--- src/rtl/fetch_pkg.sv ---
`default_nettype none
// +----------------------------------------------------------------------+
// | fetch_pkg : shared types and constants for the instruction fetch unit |
// | Revision  : 1.0                                                        |
// +----------------------------------------------------------------------+
package fetch_pkg;

  localparam logic [31:0] NOP_INSTR = 32'h0000_0013;

  typedef struct packed {
    logic [31:0] pc;
    logic [31:0] nextpc;
    logic [31:0] ir;
  } fetch_entry_t;

  localparam fetch_entry_t RESET_ENTRY = '{pc: 32'h0, nextpc: 32'h0, ir: NOP_INSTR};

endpackage
`default_nettype wire

--- src/rtl/fetch_fifo.sv ---
`default_nettype none
// +----------------------------------------------------------------------+
// | fetch_fifo : power-of-two instruction FIFO with synchronous flush      |
// | Revision   : 1.0                                                       |
// +----------------------------------------------------------------------+
module fetch_fifo
  import fetch_pkg::*;
#(
  parameter int  DEPTH = 2,
  parameter type T     = fetch_entry_t
) (
  input  logic                   CLK,
  input  logic                   RST_N,
  input  logic                   push,
  input  T                       push_data,
  input  logic                   pop,
  input  logic                   clear,
  output T                       head,
  output logic [$clog2(DEPTH):0] count,
  output logic                   empty,
  output logic                   full
);

  localparam int            PW      = $clog2(DEPTH);
  localparam logic [PW:0]   c_depth = (PW+1)'(DEPTH);

  T              r_mem [DEPTH];
  logic [PW-1:0] r_wr_ptr;
  logic [PW-1:0] r_rd_ptr;
  logic [PW:0]   r_count;
  logic          w_push;
  logic          w_pop;

  assign empty  = (r_count == '0);
  assign full   = (r_count == c_depth);
  assign count  = r_count;
  assign head   = r_mem[r_rd_ptr];
  // A push into a full FIFO is only legal when the head leaves in the same cycle.
  assign w_pop  = pop & ~empty;
  assign w_push = push & (~full | w_pop);

  always_ff @(posedge CLK or negedge RST_N) begin
    if (!RST_N) begin
      r_wr_ptr <= '0;
      r_rd_ptr <= '0;
      r_count  <= '0;
    end else if (clear) begin
      r_wr_ptr <= '0;
      r_rd_ptr <= '0;
      r_count  <= '0;
    end else begin
      if (w_push) r_wr_ptr <= r_wr_ptr + 1'b1;
      if (w_pop)  r_rd_ptr <= r_rd_ptr + 1'b1;
      case ({w_push, w_pop})
        2'b10:   r_count <= r_count + 1'b1;
        2'b01:   r_count <= r_count - 1'b1;
        default: r_count <= r_count;
      endcase
    end
  end

  always_ff @(posedge CLK) begin
    if (w_push && !clear) r_mem[r_wr_ptr] <= push_data;
  end

endmodule
`default_nettype wire

--- src/rtl/fetch_unit.sv ---
`default_nettype none
// +----------------------------------------------------------------------+
// | fetch_unit : RV32I fetch stage - PC, IMEM request/credit, redirect     |
// | Revision   : 1.0                                                       |
// +----------------------------------------------------------------------+
module fetch_unit
  import fetch_pkg::*;
#(
  parameter logic [31:0] RESET_VEC = 32'h0000_0000,
  parameter int          DEPTH     = 2,
  parameter int          IMEM_AW   = 14
) (
  input  logic               CLK,
  input  logic               RST_N,
  output logic               IMEM_RDEN,
  output logic [IMEM_AW-1:0] IMEM_ADDR,
  input  logic [31:0]        IMEM_DOUT,
  input  logic               REDIRECT,
  input  logic [31:0]        REDIRECT_PC,
  output logic               FD_VALID,
  input  logic               FD_READY,
  output logic [31:0]        FD_PC,
  output logic [31:0]        FD_NEXTPC,
  output logic [31:0]        FD_IR
);

  localparam int          CW      = $clog2(DEPTH) + 1;
  localparam logic [CW:0] c_depth = (CW+1)'(DEPTH);

  logic [31:0]   r_pc;
  logic [31:0]   r_tag;
  logic          r_inflight;
  fetch_entry_t  r_hold;

  logic [CW-1:0] w_count;
  logic          w_empty;
  logic          w_full;
  fetch_entry_t  w_head;
  fetch_entry_t  w_push_entry;
  fetch_entry_t  w_fd;
  logic          w_pop;
  logic          w_push;
  logic          w_issue;
  logic [CW:0]   w_credit;
  logic          w_unused;

  assign FD_VALID = ~w_empty;
  assign w_pop    = FD_VALID & FD_READY;

  // Slots already spoken for: buffered entries plus the response still in flight.
  assign w_credit = {1'b0, w_count} + {{CW{1'b0}}, r_inflight} - {{CW{1'b0}}, w_pop};
  assign w_issue  = RST_N & ~REDIRECT & (w_credit < c_depth);

  assign IMEM_RDEN = w_issue;
  assign IMEM_ADDR = r_pc[IMEM_AW+1:2];

  assign w_push       = r_inflight & ~REDIRECT;
  assign w_push_entry = '{pc: r_tag, nextpc: r_tag + 32'd4, ir: IMEM_DOUT};

  always_ff @(posedge CLK or negedge RST_N) begin
    if (!RST_N) begin
      r_pc       <= RESET_VEC;
      r_tag      <= '0;
      r_inflight <= 1'b0;
    end else begin
      r_inflight <= w_issue;
      if (REDIRECT) begin
        r_pc <= {REDIRECT_PC[31:2], 2'b00};
      end else if (w_issue) begin
        r_tag <= r_pc;
        r_pc  <= r_pc + 32'd4;
      end
    end
  end

  // Keeps the last presented entry so FD_* stay stable while the FIFO is empty.
  always_ff @(posedge CLK or negedge RST_N) begin
    if (!RST_N)        r_hold <= RESET_ENTRY;
    else if (!w_empty) r_hold <= w_head;
  end

  assign w_fd      = w_empty ? r_hold : w_head;
  assign FD_PC     = w_fd.pc;
  assign FD_NEXTPC = w_fd.nextpc;
  assign FD_IR     = w_fd.ir;

  fetch_fifo #(
    .DEPTH (DEPTH),
    .T     (fetch_entry_t)
  ) u_fifo (
    .CLK       (CLK),
    .RST_N     (RST_N),
    .push      (w_push),
    .push_data (w_push_entry),
    .pop       (w_pop),
    .clear     (REDIRECT),
    .head      (w_head),
    .count     (w_count),
    .empty     (w_empty),
    .full      (w_full)
  );

  assign w_unused = &{1'b0, w_full, REDIRECT_PC[1:0]};

endmodule
`default_nettype wire
--- config.mk ---
export PLATFORM = sky130hd
export DESIGN_NAME = fetch_unit
export DESIGN_NICKNAME = d
export VERILOG_FILES = /design/src/rtl/fetch_pkg.sv /design/src/rtl/fetch_fifo.sv /design/src/rtl/fetch_unit.sv
export SDC_FILE = /design/constraint.sdc
export NUM_CORES = 1
export LEC_CHECK = 0
export ABC_CLOCK_PERIOD_IN_PS = 11200
export BUFFER_PORTS_ARGS = -buffer_cell sky130_fd_sc_hd__buf_2
export CORE_MARGIN = 2
export CORE_UTILIZATION = 57
export DETAILED_ROUTE_END_ITERATION = 6
export MAX_ROUTING_LAYER = met4
export PLACE_DENSITY_LB_ADDON = 0.3
export SETUP_SLACK_MARGIN = 0.5
export SYNTH_ARGS = -nofsm -noshare
export SYNTH_HDL_FRONTEND = slang
export SYNTH_SLANG_ARGS = --single-unit
--- constraint.sdc ---
create_clock -name CLK -period 11.2 [get_ports CLK]
set_input_delay 1.12 -clock CLK [delete_from_list [all_inputs] [get_ports CLK]]
set_output_delay 1.12 -clock CLK [all_outputs]
set_load 0.02 [all_outputs]
# Yosys cells after proc, flatten, opt, wreduce, memory -nomap -nowiden
# Memories as Yosys holds them, arrays and structs flattened.
# Cells that the tools add are included.
# classes
addsub	8
n_lt_le_gt_ge	1
eq_ne	3
mux	11
bitwise	10
reduce_logical	8
# op_table
op	n
two-way mux 96 bit	1
adder 32 x 3 -> 32 bit (second input constant)	2
two-way mux 32 bit	2
bitwise AND 1 bit	6
two-way mux 1 bit	6
nonzero test 2 bit	3
equality test 2 bit (second input constant)	2
case mux 2 bit (2 select lines)	1
adder 2 x 1 -> 3 bit	1
< comparator 3 x 2 -> 1 bit (second input constant)	1
inverter 1 bit	3
nonzero test 3 bit	1
subtractor 3 x 1 -> 3 bit	1
adder 1 bit (second input constant)	2
adder 2 x 1 -> 2 bit (second input constant)	1
equality test 2 x 1 -> 1 bit (second input constant)	1
zero test 2 bit	1
two-way mux 2 bit	1
AND reduction 2 bit	1
subtractor 2 x 1 -> 2 bit (second input constant)	1
logical AND 1 bit	1
zero test 1 bit	1
OR 1 bit	1
# totals
regBits	165
ram_bits	192
in_bits	68
n_memories	1
# mem_list
name	words	width	rd	rd_clocked_by_memory_dff	wr	line_no	text
u_fifo.r_mem	2	96	1	0	1	fetch_fifo.sv:27	T r_mem [DEPTH];

# Logic depth before layout (Yosys ltp)
# Gate-level depths: netlist (run 1).
# depth
word_depth	9
mapped_depth	13
depth_no_buf	12

# By module
# From an unflattened synthesis (run 1), not the netlist that was laid out.
# hier_totals
cells_unflattened	967
area_unflattened_um2	14490.1
# by_module_without_submodules
module	instances	cells_per_inst	area_per_inst_um2
fetch_unit	1	643	7300.8
fetch_fifo	1	324	7189.4

# Least setup slack after synthesis (run 1)
# OpenSTA, ideal clock, no wires.
# synth_path
kind	input to register
start	input port REDIRECT
end	memory u_fifo.r_mem[1][0] (netlist name) (enable)
setup_time_ns	0.674
t_arrival_ns	8.150
t_required_ns	10.526
slack_ns	2.376
path_stages	3
path_buffers	2
path_cell_list	clkbuf_1 > clkbuf_8 > nor3b_1
# synth_between
elab_chain_cells	6
# synth_rtl
item	line_no	text
start: declaration	fetch_unit.sv:18	input logic REDIRECT,
inverter 1 bit (no source line)	-	
bitwise AND 1 bit	fetch_unit.sv:57	assign w_push = r_inflight & ~REDIRECT;
bitwise AND 1 bit	fetch_fifo.sv:40	assign w_push = push & (~full | w_pop);
logical AND 1 bit (*)	fetch_fifo.sv:63	if (w_push && !clear) r_mem[r_wr_ptr] <= push_data;
two-way mux 1 bit (*)	fetch_fifo.sv:63	
two-way mux 1 bit (not written as such) (*)	fetch_fifo.sv:63	
end: declaration	fetch_fifo.sv:27	
# Every way passes the cells marked *; elsewhere a longest branch is shown, timed or not.

# Final worst setup path (run 1)
# layout_path
start	register u_fifo.r_count[1], in the netlist u_fifo.count[1]
end	output port IMEM_RDEN
# layout_between
elab_chain_cells	6
# layout_rtl
item	line_no	text
start: declaration	fetch_fifo.sv:30	logic [PW:0] r_count;
start signal: assignment	fetch_fifo.sv:55	2'b10: r_count <= r_count + 1'b1;
start signal: assignment	fetch_fifo.sv:56	2'b01: r_count <= r_count - 1'b1;
start signal: assignment	fetch_fifo.sv:57	default: r_count <= r_count;
parallel branches: the longest is 3 deep, another holds adder 2 x 1 -> 3 bit	-	
subtractor 3 x 1 -> 3 bit (*)	fetch_unit.sv:51	assign w_credit = {1'b0, w_count} + {{CW{1'b0}}, r_inflight} - {{CW{1'b0}}, w_pop};
< comparator 3 x 2 -> 1 bit (*)	fetch_unit.sv:52	assign w_issue = RST_N & ~REDIRECT & (w_credit < c_depth);
bitwise AND 1 bit (*)	fetch_unit.sv:52	
end: declaration	fetch_unit.sv:15	output logic IMEM_RDEN,
# Every way passes the cells marked *.

==> results.yml, run 1 <==
critical_path:
  worstPathRequired_ns: 10.08
  crit_path_max_incr_delay_ns: 0.89
  path_class: "reg2out"
  path_cells: "nor2_4 -> nor2b_1 -> ha_1 -> nand2b_1 -> fa_1 -> nand2_1 -> nor2_4 -> nand2_4 -> inv_2 -> buf_2"
  arrival_ns: 4.51
  startpoint_type: "flop"
  path_max_fanout: 59
  critPathCaptureType: "output port"
  critPathSlowestCell: "nor2_4"
  cp_common_cell: "nor2_4"
global_route:
  grt-ovfl-total: 0
  grt_usage_pct: 21.4
  grt_max_degree: 133
  grt_pass1_vias: 7857
  antenna_found_initial: 0
  grt_pass1_wl_um: 40500
floorplan:
  die_area_um2: 25000
  die_y_um: 158
  rows: 56
  die_w_um: 158
  core_area_um2: 23400
  start_util_pct: 57.8
  io_pins: 180
pwr:
  p_int_uw: 2440
  irDropWorstVdd_uv: 102
  switching_power_uw: 987
  p_per_area_nw_per_um2: 217
  pwr-share-seq_pct: 48.4
  switching_share_pct: 28.8
  p_leak_uw: 0.00646
  power.share.clock_pct: 34.2
  combPwrFrac_pct: 17.4
layout:
  antenna_cells: 0
  area_delta_synth_final_pct: 16.8
  final_nets: 1260
  fin_cells: 1536
  drive_above_1_share_pct: 21.4
logic_synthesis:
  ys_seq_elements: 345
  syn_nets: 1096
  synth_ff_type: "edfxtp_1"
  synth_top_family_by_area: "simple AND/OR/NAND/NOR gates"
  synth_most_common_cell: "nand2_1"
  synth_top_cell_area_share_pct: 40.8
  synth_warnings: 0
  async_reset_ff_share_pct: 46.7
  synth-seq-area-share_pct: 70.6
  syn-cell-area_um2: 13500
  synth.top_cells.by_area: "edfxtp_1, dfrtp_1, mux2i_1"
  yosys.area.top_type: "edfxtp_1"
  synth_compound_area_share_pct: 4.96
  yosys.area_share.adder_pct: 0.425
  synth_edf_count: 184
  synth_common_cells: "nand2_1, edfxtp_1, dfrtp_1"
  synth_area_per_cell_um2: 13.2
  synth_cell_types: 48
  synthMuxAreaShare_pct: 6.88
  synth_cells: 1024
  synth_xor_xnor_area_share_pct: 3.69
  yosys.area_share.simple_pct: 10.8
drt:
  dr.pass1.iters: 5
  vias: 8096
  drtAntennaViolNets: 0
  wl_um: 26000
  drtIter0Drc: 552
  vias_per_cell: 5.27
  drt-wirelength-per-cell_um: 16.9
  drc: 0
hold_path:
  hp-class: "reg2reg"
cts:
  root_buffer: "clkbuf_16"
  path_clk_slew_ns: 0.06
  cts_buffers: 37
  htree_levels: 2
  cts_setup_buffers: 0
  cts_tree: "built"
  clk_latency_ns: 0.51
  clkSinkCount: 345
  ctsResizeCount: 0
  cts.path.max_buffers: 3
  cts_hold_buf: 0
sta:
  rsz0062_at_grt: "no"
  min_period_over_period_pct: 50.3
  fmax_ghz: 0.178
  tns_ns: 0
  hold_viol: 0
  fin_skew_ns: 0.0132
  tightest_slew_ns: 1.15
  setup_violations: 0
  slew_headroom_pct: 23.5
  slew_violations: 0
  finalWorstPathRequiredPeriod_ns: 5.63
outcome:
  status: "complete, no violations"
placed_design:
  placedCellCount: 1468
  dpl.hpwl_um: 16400
  io_buffer_count: 177
  place.gp.congestion: 0.802
flow_run:
  drv_cap: 0
layer usage:
metal	track usage, %	share of wire, %
met1	29.2	46
met2	33.3	46
met3	4.13	5.7
met4	6.13	1.9
met5	-	0
per-stage QoR:
| step | utilization, % | setup WS (ns) | hold WS, ns | power, µW | cell area [µm²] |
|---|---|---|---|---|---|
| floorplan | - | 2.38 | 0.459 | 2040 | 13500 |
| global placement | 62.4 | 6.12 | 0.459 | 2250 | 14600 |
| detailed placement | 62.4 | 6.06 | 0.461 | 2280 | 14600 |
| CTS | 67.5 | 5.49 | 0.473 | 3460 | 15800 |
| global route | 67.5 | 5.21 | 0.491 | 3590 | 15800 |
| finish | 67.5 | 5.57 | 0.473 | 3430 | 15800 |
worst max-delay path, delay by kind of cell (launching register included):
family        cells  cell delay [ns]
buf+inv           2             0.81
simple gates      6             1.88
flops             1             0.48
fa+ha+maj         2             0.82
worst paths after layout:
path	slack [ns]	start	end	depth (start not counted)
setup / recovery	5.57	u_fifo.count[1]	IMEM_RDEN	10
hold / removal	0.47	r_hold[32]	r_hold[32]	1
setup reg to reg	6.79	u_fifo.count[1]	r_pc[25]	12
hold reg to reg	0.47	r_hold[32]	r_hold[32]	1
max in group asynchronous	8.80	RST_N	u_fifo.r_rd_ptr	3
min in group asynchronous	0.62	RST_N	r_hold[24]	1
cells in the final DEF (no fill, tap or decap), types with 2 or more instances in the layout:
cell / instances
nand2_1: 224
edfxtp_1: 184
buf_2: 176
dfrtp_1: 157
o21ai_0: 111
mux2i_1: 93
clkbuf_16: 40
xor2_1: 31
nand3_1: 27
xnor2_1: 26
nand4_1: 19
o21ai_1: 13
buf_4: 10
nor2_1: 9
and4_1: 8
clkbuf_1: 8
clkbuf_8: 8
inv_1: 7
and2_1: 6
and3_1: 6
clkinv_2: 5
nor3_1: 4
clkinv_1: 4
nand2b_1: 3
ha_1: 3
dfstp_2: 3
nor2b_1: 2
nor2_4: 2
a21oi_1: 2
nand3_2: 2
inv_6: 2
cell families after synthesis:
| kind of cell | after synthesis |
|---|---|
| buffers and inverters | 70 |
| DFF | 345 |
| muxes | 93 |
| and+or+nand+nor | 324 |
| adders and majority gates | 4 |
| xor gates and xnor gates | 57 |
| AOI/OAI and AO/OA | 131 |
power groups by stage:
stage | clock network (µW) | logic (µW) | registers, µW
finish | 1170 | 597 | 1660
global route | 1250 | 660 | 1680
CTS | 1190 | 605 | 1660
detailed placement | 0 | 602 | 1680
global placement | 0 | 585 | 1670
floorplan | 0 | 403 | 1640
area by class of cell:
| cell class | count | area [µm²] |
|---|---|---|
| clock buffers | 56 | 1140 |
| clock inverters | 12 | 65.1 |
| fillers | 1747 | 7600 |
| inverters | 8 | 30.0 |
| multi-input cells | 609 | 3640 |
| flip-flops and latches | 345 | 9560 |
| well taps | 319 | 399 |
| repair buffers | 187 | 967 |
sequential cells by signal (all words and copies together) (netlist names):
| register | cells |
|---|---|
| u_fifo.r_mem | 184 |
| r_tag | 30 |
| r_hold | 96 |
| u_fifo.r_wr_ptr | 1 |
| r_pc | 30 |
| u_fifo.r_rd_ptr | 1 |
| r_inflight | 1 |
| u_fifo.count | 2 |
Power figures use the tool's default switching activity.
==> run 2, diff against run 1 <==
--- a/config.mk
+++ b/config.mk
@@ -5,10 +5,10 @@
 export SDC_FILE = /design/constraint.sdc
 export NUM_CORES = 1
 export LEC_CHECK = 0
-export ABC_CLOCK_PERIOD_IN_PS = 11200
+export ABC_CLOCK_PERIOD_IN_PS = 5100
 export BUFFER_PORTS_ARGS = -buffer_cell sky130_fd_sc_hd__buf_2
 export CORE_MARGIN = 2
-export CORE_UTILIZATION = 57
+export CORE_UTILIZATION = 52
 export DETAILED_ROUTE_END_ITERATION = 6
 export MAX_ROUTING_LAYER = met4
 export PLACE_DENSITY_LB_ADDON = 0.3
==> constraint.sdc (replaced) <==
create_clock -name CLK -period 5.1 [get_ports CLK]
set_input_delay 0.51 -clock CLK [delete_from_list [all_inputs] [get_ports CLK]]
set_output_delay 0.51 -clock CLK [all_outputs]
set_load 0.02 [all_outputs]
==> results.yml, run 2 (same netlist as run 1, synthesis figures left out) <==
outcome:
  status: "complete, no violations"
floorplan:
  io_pins: 180
  start_util_pct: 52.4
  rows: 59
  die_w_um: 165
  core_area_um2: 25800
  die_y_um: 165
  die_area_um2: 27300
global_route:
  grt_pass1_vias: 7987
  grt_usage_pct: 20.0
  antenna_found_initial: 0
  grt_pass1_wl_um: 41500
  grt-ovfl-total: 0
  grt_max_degree: 108
pwr:
  combPwrFrac_pct: 17.4
  p_per_area_nw_per_um2: 475
  power.share.clock_pct: 34.3
  p_int_uw: 5360
  p_leak_uw: 0.00646
  switching_power_uw: 2160
  irDropWorstVdd_uv: 288
  pwr-share-seq_pct: 48.3
  switching_share_pct: 28.7
sta:
  setup_violations: 0
  worst_hold_slack_ns: 0.180
  finalWorstPathRequiredPeriod_ns: 3.72
  slew_headroom_pct: 28.5
  fin_skew_ns: 0.0146
  rsz0062_at_grt: "no"
  fmax_ghz: 0.269
  tightest_slew_ns: 1.07
  hold_viol: 0
  slew_violations: 0
  tns_ns: 0
  min_period_over_period_pct: 72.9
critical_path:
  r2r_end: "r_pc[16]"
  startpoint_type: "flop"
  critPathTopFamily: "buffers and inverters"
  cp.buffers_inverters: 3
  path_cells: "nor2_4 -> buf_4 -> buf_4 -> o21ai_0 -> buf_2"
  critPathSlowestCell: "buf_4"
  rrSetupSlack_ns: 1.80
  critPathCaptureType: "output port"
  path_class: "reg2out"
  path_max_fanout: 107
  crit_path_max_incr_delay_ns: 0.75
  rr_worst_depth: 12
  reg2reg_from: "u_fifo.count[1]"
  cp_common_cell: "buf_4"
  worstPathRequired_ns: 4.59
  arrival_ns: 3.21
flow_run:
  drv_cap: 0
placed_design:
  io_buffer_count: 177
  place.gp.congestion: 0.791
  dpl.hpwl_um: 16700
  placedCellCount: 1487
layout:
  fin_util_pct: 61.3
  register_area_um2: 9560
  fin_cells: 1554
  antenna_cells: 0
  final_nets: 1263
  layout_commonest_cell: "nand2_1"
  area_delta_synth_final_pct: 17.1
  drive_above_1_share_pct: 21.3
  regMostFlops: "u_fifo.r_mem"
  nFillCells: 2036
  multi_input_area_um2: 3650
  top_regs: "u_fifo.r_mem x184, r_hold x96"
  largest_reg_flops: 184
  layout_common_cells: "nand2_1, edfxtp_1, buf_2"
cts:
  cts_tree: "built"
  clk_latency_ns: 0.52
  clkSinkCount: 345
  cts_buffers: 36
  cts.path.max_buffers: 3
  root_buffer: "clkbuf_16"
  cts_setup_buffers: 0
  path_clk_slew_ns: 0.06
  htree_levels: 2
drt:
  vias_per_cell: 5.22
  dr.pass1.iters: 7
  wl_um: 26100
  drt-wirelength-per-cell_um: 16.8
  vias: 8113
  drtAntennaViolNets: 0
  drtIter0Drc: 530
  drc: 0
hold_path:
  hold_start: "IMEM_DOUT[16]"
  holdPathStages: 1
  min_to: "u_fifo.r_mem[0][16]"
  hp-class: "in2reg"
run 2: worst max-delay path by stage:
| stage | startpoint | endpoint | slack (ns) | depth (start not counted) |
|---|---|---|---|---|
| 2_1_floorplan | REDIRECT | u_fifo.r_mem[1][0] | 1.45 | 3 |
| 3_3_place_gp | FD_READY | r_pc[16] | 1.72 | 12 |
| 3_5_place_dp | FD_READY | r_pc[16] | 1.70 | 12 |
| 4_1_cts | u_fifo.count[1] | FD_PC[19] | 1.32 | 5 |
| 5_1_grt | u_fifo.count[1] | FD_PC[19] | 1.06 | 5 |
| 6_report | u_fifo.count[1] | FD_PC[19] | 1.38 | 5 |
run 2: power by group through the flow:
stage               clock (µW)  combinational (µW)  sequential, µW
global placement             0                1290            3670
CTS                       2640                1330            3640
global route              2760                1460            3680
floorplan                    0                 887            3600
finish                    2580                1310            3640
detailed placement           0                1320            3690
run 2: cell type report:
class	instances	area share, %
inverter	8	0.190
tap	335	2.65
clock inverter	10	0.719
sequential	345	60.4
clock buffer	56	6.74
timing repair buffer	191	6.31
multi-input combinational	609	23.0
run 2: routing by layer:
metal	wire (µm)	track usage [%]	vias to the layer above
met5	0	-	-
met4	493	5.21	0
met3	1530	4.02	47
met2	12300	31.5	189
met1	11800	26.9	3924
li1	-	-	3953
run 2: stage by stage:
stage	total power [µW]	setup WS (ns)	area [µm²]
3_5_place_dp	5010	1.70	14700
2_1_floorplan	4490	1.45	13600
4_1_cts	7600	1.32	15800
3_3_place_gp	4960	1.72	14700
5_1_grt	7910	1.06	15800
6_report	7520	1.38	15800
run 2: timing repair:
item	in CTS	in global routing
hold endpoints to repair	36	0
resized for setup	0	0
hold buffers	1	0
==> run 3, diff against run 2 <==
--- a/config.mk
+++ b/config.mk
@@ -5,10 +5,10 @@
 export SDC_FILE = /design/constraint.sdc
 export NUM_CORES = 1
 export LEC_CHECK = 0
-export ABC_CLOCK_PERIOD_IN_PS = 5100
+export ABC_CLOCK_PERIOD_IN_PS = 3900
 export BUFFER_PORTS_ARGS = -buffer_cell sky130_fd_sc_hd__buf_2
 export CORE_MARGIN = 2
-export CORE_UTILIZATION = 52
+export CORE_UTILIZATION = 57
 export DETAILED_ROUTE_END_ITERATION = 6
 export MAX_ROUTING_LAYER = met4
 export PLACE_DENSITY_LB_ADDON = 0.3
==> constraint.sdc (replaced) <==
create_clock -name CLK -period 3.9 [get_ports CLK]
set_input_delay 0.39 -clock CLK [delete_from_list [all_inputs] [get_ports CLK]]
set_output_delay 0.39 -clock CLK [all_outputs]
set_load 0.02 [all_outputs]
==> results.yml, run 3 (same netlist as run 1, synthesis figures left out) <==
pwr:
  irDropWorstVdd_uv: 313
  total_power_uw: 9860
  pwr-share-seq_pct: 48.2
  p_per_area_nw_per_um2: 618
  power.share.clock_pct: 34.1
  switching_share_pct: 28.8
  switching_power_uw: 2840
  p_int_uw: 7020
  combPwrFrac_pct: 17.7
  p_leak_uw: 0.00653
drt:
  drtAntennaViolNets: 0
  vias_per_cell: 5.28
  dr.pass1.iters: 5
  drc: 0
  drtIter0Drc: 590
  wl_um: 26700
  drt-wirelength-per-cell_um: 17.3
  vias: 8157
floorplan:
  start_util_pct: 57.8
  die_w_um: 158
  rows: 56
  die_y_um: 158
  core_area_um2: 23400
  die_area_um2: 25000
  io_pins: 180
cts:
  htree_levels: 2
  clk_latency_ns: 0.52
  cts_buffers: 36
  clkSinkCount: 345
  cts_tree: "built"
  root_buffer: "clkbuf_16"
  cts.path.max_buffers: 3
  path_clk_slew_ns: 0.06
critical_path:
  worstPathRequired_ns: 3.51
  path_class: "reg2out"
  rr_worst_depth: 10
  path_max_fanout: 17
  critPathCaptureType: "output port"
  rrSetupSlack_ns: 1.14
  startpoint_type: "flop"
  arrival_ns: 2.87
placed_design:
  io_buffer_count: 177
  placed_area_um2: 14700
  placedCellCount: 1471
  place.gp.congestion: 0.799
  dpl.hpwl_um: 16300
global_route:
  antenna_found_initial: 1
  grt_busiest_layer: "met2"
  grt_pass1_vias: 7836
  met2_usage_pct: 34.2
  grt_max_degree: 126
  grtUsageMet3_pct: 3.67
  grt-ovfl-total: 0
  grt_usage_pct: 21.7
  grt_pass1_wl_um: 40800
  grt_use_met1_pct: 29.5
sta:
  tns_ns: 0
  worst_hold_slack_ns: 0.0673
  finalWorstPathRequiredPeriod_ns: 3.26
  min_period_over_period_pct: 83.7
  slew_headroom_pct: 37.6
  fin_skew_ns: 0.0165
  setup_violations: 0
  rsz0062_at_grt: "no"
  hold_viol: 0
  fmax_ghz: 0.306
  tightest_slew_ns: 0.936
  slew_violations: 0
flow_run:
  drv_cap: 0
layout:
  final_nets: 1269
  nFillCells: 1719
  drive_above_1_share_pct: 22.4
  fin_cells: 1545
  top_regs: "u_fifo.r_mem x184, r_hold x96"
  regMostFlops: "u_fifo.r_mem"
  layout_common_cells: "nand2_1, edfxtp_1, buf_2"
  area_delta_synth_final_pct: 17.9
  layout_commonest_cell: "nand2_1"
  final_area_um2: 16000
  largest_reg_flops: 184
outcome:
  status: "complete, no violations"
hold_path:
  holdPathStages: 1
  hp-class: "in2reg"
run 3: changes by cell type in the layout (fill, tap and decap cells not counted), moves of 2 or more:
cell      previous run  this run
buf_12               0         3
clkbuf_1            13         7
clkbuf_8             5         9
clkinv_1             0         2
clkinv_2             4         7
dfrtp_1            157       155
dfrtp_2              0         2
run 3: routing by layer:
layer,part of all wire [%],vias up
met5,0,-
met4,1.8,0
met3,5.9,41
met2,47,232
met1,45,3933
li1,-,3951
run 3: final cells by class:
type	count	area, µm²	area share [%]
Sequential cell	345	9560	59.9
Multi-Input combinational cell	610	3680	23.1
Clock buffer	54	1100	6.90
Timing Repair Buffer	195	1070	6.69
Tap cell	319	399	2.50
Clock inverter	12	90.1	0.564
Inverter	8	42.5	0.267
Timing Repair inverter	1	8.76	0.0549
Antenna cell	1	2.50	0.0157
run 3: repair_timing:
action	CTS	global route
setup endpoints to repair	65	61
pin swaps	0	1
gates resized for setup	4	9
hold endpoints to repair	39	0
cloned	0	2
hold buffers	1	0
setup buffers	0	4
run 3: worst max-delay path: stages, from the launching register on:
cell      delay, ns
dfrtp_2        0.45
nor2_4         0.13
nor2b_2        0.06
ha_1           0.26
nand2b_1       0.15
fa_1           0.50
nand2_1        0.12
nor2_4         0.23
nand2_8        0.16
clkinv_8       0.12
buf_2          0.17
run 3: final timing paths:
check	startpoint	end
max reg2reg	u_fifo.count[0]	r_pc[27]
min reg2reg	r_hold[32]	r_hold[32]
max in group asynchronous	RST_N	u_fifo.r_rd_ptr
min in group asynchronous	RST_N	r_hold[37]
min	IMEM_DOUT[4]	u_fifo.r_mem[0][4]
max	u_fifo.count[0]	IMEM_RDEN
run 3: metrics by stage:
| step | setup WS, ns | util, % |
|---|---|---|
| after floorplan | 0.411 | - |
| after global placement | 0.685 | 62.6 |
| after detailed placement | 0.590 | 62.6 |
| after CTS | 0.236 | 67.9 |
| after global routing | 0.502 | 68.2 |
| final | 0.636 | 68.2 |
run 3: power by group through the flow:
| stage | Combinational, µW | Clock, µW | Sequential [µW] |
|---|---|---|---|
| 6_report | 1750 | 3360 | 4750 |
| 5_1_grt | 1920 | 3580 | 4820 |
| 4_1_cts | 1750 | 3430 | 4750 |
| 3_5_place_dp | 1730 | 0 | 4820 |
| 3_3_place_gp | 1690 | 0 | 4790 |
| 2_1_floorplan | 1160 | 0 | 4710 |
